### src/rtl/musa_ctrl_pkg.sv
// Shared encodings for the multicycle control sequencer: states, opcodes,
// PC source and ALU operation selects, operand mux codes and the wait limit.
package musa_ctrl_pkg;

   typedef enum logic [3:0] {
      ST_FETCH  = 4'd0,
      ST_DECODE = 4'd1,
      ST_EXEC   = 4'd2,
      ST_MEM    = 4'd3,
      ST_WB     = 4'd4,
      ST_BRANCH = 4'd5,
      ST_JUMP   = 4'd6,
      ST_STACK  = 4'd7
   } state_e;

   localparam logic [5:0] OP_R    = 6'b000000;
   localparam logic [5:0] OP_J    = 6'b000010;
   localparam logic [5:0] OP_BEQ  = 6'b000100;
   localparam logic [5:0] OP_ADDI = 6'b001000;
   localparam logic [5:0] OP_LW   = 6'b100011;
   localparam logic [5:0] OP_SW   = 6'b101011;
   localparam logic [5:0] OP_PUSH = 6'b111000;
   localparam logic [5:0] OP_POP  = 6'b111001;

   localparam logic [2:0] PC_HOLD   = 3'd0;
   localparam logic [2:0] PC_SEQ    = 3'd1;
   localparam logic [2:0] PC_BRANCH = 3'd2;
   localparam logic [2:0] PC_JUMP   = 3'd3;

   localparam logic [2:0] ALU_NOP  = 3'd0;
   localparam logic [2:0] ALU_ADD  = 3'd1;
   localparam logic [2:0] ALU_SUB  = 3'd2;
   localparam logic [2:0] ALU_FUNC = 3'd3;

   localparam logic [1:0] SEL_PC   = 2'd0;
   localparam logic [1:0] SEL_RD1  = 2'd1;
   localparam logic [1:0] SEL_OUT  = 2'd2;
   localparam logic [1:0] SEL_FOUR = 2'd3;

   localparam logic [3:0] WAIT_LIMIT = 4'd15;

endpackage

### src/rtl/multicycle_sequencer_wait_timer.sv
// Memory wait watchdog: counts stalled access cycles and flags expiry when
// the count sits at the limit while the access is still stalled.
module wait_timer
   import musa_ctrl_pkg::*;
(
   input  logic clk,
   input  logic rst_n,
   input  logic clr_i,
   input  logic en_i,
   output logic expire_o
);

   logic [3:0] cnt_q, cnt_d;

   always_comb begin
      cnt_d = cnt_q;
      if (clr_i) begin
         cnt_d = '0;
      end else if (en_i) begin
         cnt_d = cnt_q + 4'd1;
      end
   end

   always_ff @(posedge clk or negedge rst_n) begin
      if (!rst_n) begin
         cnt_q <= '0;
      end else begin
         cnt_q <= cnt_d;
      end
   end

   assign expire_o = en_i && (cnt_q == WAIT_LIMIT);

endmodule

### src/rtl/multicycle_sequencer.sv
// Multicycle CPU control sequencer: Moore decode of state and latched opcode
// into datapath strobes, with a memory-wait watchdog.
//   state  | meaning
//   FETCH  | read instruction, PC+4; wait for mem_ready
//   DECODE | latch opcode, compute branch target, dispatch
//   EXEC   | ALU op for R-type / address or immediate add
//   MEM    | LW read or SW write until mem_ready
//   WB     | register write-back, retire
//   BRANCH | compare operands, conditional PC write, retire
//   JUMP   | PC <- jump target, retire
//   STACK  | PUSH write or POP read until mem_ready
module multicycle_sequencer
   import musa_ctrl_pkg::*;
(
   input  logic       clk,
   input  logic       rst,
   input  logic [5:0] opcode,
   input  logic       zero,
   input  logic       mem_ready,
   output logic       pc_write,
   output logic       ir_write,
   output logic       mem_read,
   output logic       mem_write,
   output logic       reg_write,
   output logic       mem_to_reg,
   output logic       reg_dst,
   output logic       push,
   output logic       pop,
   output logic [2:0] pc_src,
   output logic [2:0] alu_op,
   output logic [1:0] data_a_select,
   output logic [1:0] data_b_select,
   output logic       retire,
   output logic       illegal,
   output logic       mem_err,
   output logic [3:0] state
);

   state_e     state_q, state_d;
   logic [5:0] op_q, op_d;
   logic       mem_access, timer_en, timer_clr, expire;

   // Only these states ever drive mem_read or mem_write.
   assign mem_access = (state_q == ST_FETCH) || (state_q == ST_MEM) || (state_q == ST_STACK);
   assign timer_en   = mem_access && !mem_ready;
   assign timer_clr  = (state_d != state_q) || expire;

   wait_timer u_wait_timer (
      .clk      (clk),
      .rst_n    (rst),
      .clr_i    (timer_clr),
      .en_i     (timer_en),
      .expire_o (expire)
   );

   always_ff @(posedge clk or negedge rst) begin
      if (!rst) begin
         state_q <= ST_FETCH;
         op_q    <= '0;
      end else begin
         state_q <= state_d;
         op_q    <= op_d;
      end
   end

   always_comb begin
      state_d       = state_q;
      op_d          = op_q;
      pc_write      = 1'b0;
      ir_write      = 1'b0;
      mem_read      = 1'b0;
      mem_write     = 1'b0;
      reg_write     = 1'b0;
      mem_to_reg    = 1'b0;
      reg_dst       = 1'b0;
      push          = 1'b0;
      pop           = 1'b0;
      retire        = 1'b0;
      illegal       = 1'b0;
      mem_err       = 1'b0;
      pc_src        = PC_HOLD;
      alu_op        = ALU_NOP;
      data_a_select = SEL_PC;
      data_b_select = SEL_PC;

      unique case (state_q)
         ST_FETCH: begin
            mem_read      = 1'b1;
            data_b_select = SEL_FOUR;
            alu_op        = ALU_ADD;
            pc_src        = PC_SEQ;
            if (mem_ready) begin
               ir_write = 1'b1;
               pc_write = 1'b1;
               state_d  = ST_DECODE;
            end
         end
         ST_DECODE: begin
            op_d          = opcode;
            data_b_select = SEL_OUT;
            alu_op        = ALU_ADD;
            case (opcode)
               OP_R, OP_LW, OP_SW, OP_ADDI: state_d = ST_EXEC;
               OP_BEQ:                      state_d = ST_BRANCH;
               OP_J:                        state_d = ST_JUMP;
               OP_PUSH, OP_POP:             state_d = ST_STACK;
               default: begin
                  illegal = 1'b1;
                  state_d = ST_FETCH;
               end
            endcase
         end
         ST_EXEC: begin
            data_a_select = SEL_RD1;
            if (op_q == OP_R) begin
               alu_op        = ALU_FUNC;
               data_b_select = SEL_RD1;
               state_d       = ST_WB;
            end else begin
               alu_op        = ALU_ADD;
               data_b_select = SEL_OUT;
               state_d       = (op_q == OP_ADDI) ? ST_WB : ST_MEM;
            end
         end
         ST_MEM: begin
            mem_read  = (op_q == OP_LW);
            mem_write = (op_q == OP_SW);
            if (mem_ready) begin
               if (op_q == OP_LW) begin
                  state_d = ST_WB;
               end else begin
                  retire  = 1'b1;
                  state_d = ST_FETCH;
               end
            end
         end
         ST_WB: begin
            reg_write  = 1'b1;
            mem_to_reg = (op_q == OP_LW) || (op_q == OP_POP);
            reg_dst    = (op_q == OP_R);
            retire     = 1'b1;
            state_d    = ST_FETCH;
         end
         ST_BRANCH: begin
            alu_op        = ALU_SUB;
            data_a_select = SEL_RD1;
            data_b_select = SEL_RD1;
            pc_src        = PC_BRANCH;
            pc_write      = zero;
            retire        = 1'b1;
            state_d       = ST_FETCH;
         end
         ST_JUMP: begin
            pc_src   = PC_JUMP;
            pc_write = 1'b1;
            retire   = 1'b1;
            state_d  = ST_FETCH;
         end
         ST_STACK: begin
            if (op_q == OP_POP) begin
               pop      = 1'b1;
               mem_read = 1'b1;
               if (mem_ready) state_d = ST_WB;
            end else begin
               push      = 1'b1;
               mem_write = 1'b1;
               if (mem_ready) begin
                  retire  = 1'b1;
                  state_d = ST_FETCH;
               end
            end
         end
         default: state_d = ST_FETCH;
      endcase

      // Watchdog expiry abandons the instruction: no strobes, no retire.
      if (expire) begin
         state_d    = ST_FETCH;
         mem_err    = 1'b1;
         pc_write   = 1'b0;
         ir_write   = 1'b0;
         mem_read   = 1'b0;
         mem_write  = 1'b0;
         reg_write  = 1'b0;
         mem_to_reg = 1'b0;
         reg_dst    = 1'b0;
         push       = 1'b0;
         pop        = 1'b0;
         retire     = 1'b0;
      end

      // Reset must silence outputs immediately, not at the next edge.
      if (!rst) begin
         pc_write      = 1'b0;
         ir_write      = 1'b0;
         mem_read      = 1'b0;
         mem_write     = 1'b0;
         reg_write     = 1'b0;
         mem_to_reg    = 1'b0;
         reg_dst       = 1'b0;
         push          = 1'b0;
         pop           = 1'b0;
         retire        = 1'b0;
         illegal       = 1'b0;
         mem_err       = 1'b0;
         pc_src        = PC_HOLD;
         alu_op        = ALU_NOP;
         data_a_select = SEL_PC;
         data_b_select = SEL_PC;
      end
   end

   assign state = state_q;

endmodule

### config.mk
export PLATFORM = sky130hd
export DESIGN_NAME = multicycle_sequencer
export DESIGN_NICKNAME = d
export VERILOG_FILES = /design/src/rtl/musa_ctrl_pkg.sv /design/src/rtl/multicycle_sequencer_wait_timer.sv /design/src/rtl/multicycle_sequencer.sv
export SDC_FILE = /design/constraint.sdc
export NUM_CORES = 1
export LEC_CHECK = 0
export CAP_MARGIN = 20
export CORE_UTILIZATION = 35
export CTS_CLUSTER_DIAMETER = 40
export CTS_CLUSTER_SIZE = 12
export DETAILED_ROUTE_END_ITERATION = 10
export DONT_BUFFER_PORTS = 1
export GPL_TIMING_DRIVEN = 0
export SYNTH_ARGS = -nofsm -noshare
export SYNTH_HDL_FRONTEND = slang
export SYNTH_SLANG_ARGS = --single-unit
export TNS_END_PERCENT = 10
### constraint.sdc
create_clock -name clk -period 4.2 [get_ports clk]
set_input_delay 0.63 -clock clk [delete_from_list [all_inputs] [get_ports clk]]
set_output_delay 0.63 -clock clk [all_outputs]
set_load 0.1 [all_outputs]
* After elaboration in Yosys (flattened, before gate mapping) *
Cells that the tools add are included.

cells by class
  $add $sub $neg = 1
  equality and inequality tests = 20
  muxes and demuxes = 64
  reductions and logical operators = 17

operators with widths
  kind                                            count
  == test 6 bit (second input constant)           7
  two-way mux 1 bit                               38
  two-way mux 4 bit                               8
  case mux 4 bit (5 select lines)                 1
  == test 4 x 3 -> 1 bit (second input constant)  4
  two-way mux 3 bit                               5
  == test 6 x 4 -> 1 bit (second input constant)  2
  zero test 6 bit                                 2
  case mux 2 bit (3 select lines)                 2
  case mux 3 bit (4 select lines)                 1
  case mux 1 bit (3 select lines)                 3
  == test 4 x 2 -> 1 bit (second input constant)  2
  two-way mux 2 bit                               4
  case mux 2 bit (4 select lines)                 1
  OR reduction 8 bit                              1
  == test 6 x 2 -> 1 bit (second input constant)  1
  == test 6 x 3 -> 1 bit (second input constant)  1
  OR reduction 2 bit                              3
  adder 4 x 1 -> 4 bit (second input constant)    1
  == test 4 x 1 -> 1 bit (second input constant)  1
  == test 4 bit (second input constant)           1
  zero test 4 bit                                 1
  logical OR 1 bit                                4
  inequality test 4 bit                           1
  6 further kinds                                 7

word-level totals
  bits in registers = 14
  input bits = 10
  output and inout bits = 26
  logic and storage cells = 105

* Longest topological paths before layout *
  depth in word-level cells = 9
  depth in mapped cells = 7
  depth with buffers taken out = 6

* By module *
A second synthesis with hierarchy kept.

unflattened totals
  cell total of the unflattened synthesis = 141
  area total of the unflattened synthesis = 1176.1 um2

modules (own cells, without submodules)
  module                instances  cells an instance  area an instance (um2)  sequential area each (um2)
  multicycle_sequencer  1          123                948.4                   250.2
  wait_timer            1          18                 227.7                   100.1

* Least setup slack after synthesis *
OpenSTA, ideal clock, no wires.

  kind = flip-flop to output port
  start = register state_q[0] (netlist: state[0])
  end = output port mem_to_reg
  data arrival time = 4459 ps
  data required time = 3570 ps
  setup slack = -889 ps
  cell stages (with the launch flop) = 7
  path buffers = 1
  cells stage by stage = dfrtp_1 > buf_2 > nor3_1 > o21ai_2 > o21ai_1 > or4b_1 > a211oi_1

between the ends
  word-level cells in the longest chain between the ends = 7
  elaborated cells on any way between the ends = 11
  classes of those cells = 3 x eq/ne; 3 x mux; 5 x reduce/logical

RTL lines
  what                                                              RTL line                               source
  start: declaration                                                multicycle_sequencer.sv:39             state_e state_q, state_d;
  start signal: assignment                                          multicycle_sequencer.sv:61             state_q <= state_d;
  == test 4 x 2 -> 1 bit / zero test 4 bit (equally long branches)  multicycle_sequencer.sv:44             assign mem_access = (state_q == ST_FETCH) || (state_q == ST_MEM) || (state_q == ST_STACK);
  logical OR 1 bit (2 in series)                                    multicycle_sequencer.sv:44
  logical AND 1 bit                                                 multicycle_sequencer.sv:45             assign timer_en = mem_access && !mem_ready;
  logical AND 1 bit                                                 multicycle_sequencer_wait_timer.sv:32  assign expire_o = en_i && (cnt_q == WAIT_LIMIT);
  two-way mux 1 bit (*)                                             multicycle_sequencer.sv:177            if (expire) begin
  two-way mux 1 bit (*)                                             multicycle_sequencer.sv:193            if (!rst) begin
  end: declaration                                                  multicycle_sequencer.sv:25             output logic mem_to_reg,

Mark *: on every way between the ends. The rest lies on a longest branch, timed or not.

* Final worst setup path *
Same ends and word-level chain as after synthesis.

==> out/qor.txt <==
Outcome = complete, no violations
Vias per cell = 5.80
Largest net degree at the start of global routing = 21
Period utilization = 0.965
Number of synthesized flops with an enable pin = 0
Chip Height = 62.5 µm
Layout overhead on the synthesized area = 22.9%
Mapped Area = 1280 µm²
Clock buffer depth = 2
Sequential share of power = 0.445
Number of inserted diodes = 0
Dominant synthesized flop cell = dfrtp_1
First-pass GRT wire length = 5900 µm
Vias in the first global route = 1,245
Least-Margin Pin Slew = 1200 ps
Worst hold path class = in -> async
Violation count after the first detailed-route iteration = 69
Startpoint Class = register
RePlAce Congestion = 0.831
DRT Wirelength = 3490 µm
Dpl ws = 43.4 ps
Multi-input gate area = 942 µm²
Switching share of power = 0.381
CP Max Fanout = 9
Row cnt = 21
Headroom to the max-slew limit = 0.203
Routed length per placed instance = 16.1 µm
Max-cap violations = 0
Clock skew = 0.745 ps
Register area share after synthesis = 0.273
Async set-reset flop share out of synthesis = 1.00
Area of the die = 3910 µm²
Total track usage = 0.184
Detailed Place HPWL = 2740 µm
Worst-Skew Late Latency = 270 ps
Clock Pin Slew Worst Setup and Hold Paths = 80 ps
Tmin final = 4050 ps
Sink Count = 14
RSZ-0062 raised after global routing = false
Via total after detailed routing = 1,252
Final Max Slew Viols = 0
DRC = 0
Internal power = 0.243 mW
Non-Filler Instances = 216
CTS Root Cell = clkbuf_4
CTS tree = built
Pre-Repair DR Iteration Count = 4
Post-synthesis register bit count = 14
Core box area = 3420 µm²
Worst Setup Slack, final = 145 ps
Clock buffer count from CTS = 3
Reg area = 355 µm²
# nets final = 182
Placed insts = 211
Leakage = 0.584 nW
Synth warn = 0
Comb pwr share = 0.313
Total gr overflow = 0
Setup violations, final = 0
Port buffer count = 0
Mapped Avg Cell Area = 8.17 µm²
Yosys cell types = 49
Initial core utilization = 0.375
Max Fclk = 247 MHz
NetSw = 0.149 mW
Worst VDD drop = 0.000115 V
Cells after synthesis = 157
Fillers = 331
Crit Path Category = reg -> out
Setup TNS = 0 ps
Die W = 62.5 µm
Clock power frac = 0.242
CP required = 3570 ps
Power Density = 249 nW/µm²
H-tree depth = 1
Post-route ant nets = 0
WP data arrival = 3420 ps
Initial antenna violation count = 0
Crit end category = primary output
Hold Violations, Final = 0
Ports = 36
Layout cell share with drive strength beyond 1 = 0.300
[flip-flops by register name, indices dropped and copies added (netlist names)]
name / cells
state: 4
op_q: 6
u_wait_timer.cnt_q: 4
[critical path: stages, from the launching register on]
cell and delay, ps:
dfrtp_2 610, buf_2 260, and2_1 220, o21ai_2 250, o21ai_2 210, or4b_1 660, a211oi_4 930
[final cells by class]
cell class                 instances  area share
timing repair buffer               6      0.0635
multi-input combinational        131       0.598
sequential                        14       0.225
tap                               46      0.0365
buffer                            12      0.0468
inverter                           3     0.00714
clock buffer                       4      0.0230
[final timing paths]
kind | startpoint | to | slack (ps) | cells after the start
setup / recovery | state[0] | mem_to_reg | 150 | 6
hold / removal | rst | op_q[5] | 40 | 0
setup reg to reg | state[0] | u_wait_timer.cnt_q[1] | 1610 | 7
hold reg to reg | op_q[2] | op_q[2] | 540 | 1
max in group asynchronous | rst | state[1] | 4080 | 0
min in group clk | opcode[4] | op_q[4] | 500 | 1
[synth_stat cells, types with 2 or more instances]
| cell type | count | area, µm² |
|---|---|---|
| nor2_1 | 16 | 60.1 |
| dfrtp_1 | 14 | 350 |
| nand2_1 | 13 | 48.8 |
| a211oi_1 | 10 | 75.1 |
| nor3_1 | 8 | 40.0 |
| mux2_2 | 7 | 78.8 |
| o21ai_0 | 7 | 35.0 |
| a21oi_1 | 6 | 30.0 |
| and2_1 | 4 | 25.0 |
| and3_1 | 4 | 25.0 |
| clkbuf_1 | 4 | 15.0 |
| nand3_1 | 4 | 20.0 |
| nor2b_1 | 4 | 25.0 |
| nor3b_1 | 4 | 30.0 |
| buf_4 | 3 | 22.5 |
| inv_1 | 3 | 11.3 |
| nand3b_1 | 3 | 22.5 |
| nand4b_1 | 3 | 26.3 |
| xor2_1 | 3 | 26.3 |
| a31oi_1 | 2 | 12.5 |
| buf_2 | 2 | 10.0 |
| buf_6 | 2 | 22.5 |
| nand2b_1 | 2 | 12.5 |
| or4_1 | 2 | 15.0 |
| or4b_1 | 2 | 20.0 |
| xnor2_1 | 2 | 17.5 |
[timing repair]
action / in CTS / in global routing
setup buffers: 0 / 0
gates resized for setup: 5 / 0
hold buffers: 0 / 0
endpoints found under the setup margin: 2 / 0
[through the flow]
stage                     cell area [µm²]  power (mW)  utilization  hold WS, ps
after global routing                 1580       0.418        0.462         8.87
after global placement               1360       0.285        0.397          335
after floorplan                      1300       0.272            -          334
after CTS                            1550       0.395        0.454         31.4
final                                1580       0.392        0.462         43.4
after detailed placement             1510       0.298        0.441          335
[layer usage]
layer / wire, µm / track usage
met3: 236 / 0.0401
met5: 0 / 0
met4: 50 / 0.0610
met1: 1540 / 0.235
met2: 1660 / 0.304
[logic make-up after synthesis]
logic type / synth area share
AND/OR/NAND/NOR: 0.336
adder cells (fa/ha/maj): 0.00975
flip-flops: 0.273
multiplexers: 0.0693
other: 0.00292
XOR/XNOR: 0.0342
buffers and inverters: 0.0663
AO/OA/AOI/OAI: 0.209
[cells in the final DEF (no fill, tap or decap), types with 5 or more instances in the layout]
master	instances
nor2_1	13
nor3_1	6
buf_8	5
a211oi_1	7
o21ai_0	7
dfrtp_1	10
nand2_1	13
mux2_2	7
[power groups by stage]
| stage | Sequential [mW] | Combinational, mW | Clock (mW) |
|---|---|---|---|
| global route | 0.178 | 0.132 | 0.108 |
| floorplan | 0.171 | 0.101 | 0 |
| detailed placement | 0.176 | 0.122 | 0 |
| CTS | 0.174 | 0.123 | 0.0992 |
| global placement | 0.175 | 0.110 | 0 |
| finish | 0.174 | 0.123 | 0.0948 |
Power figures use the tool's default switching activity.
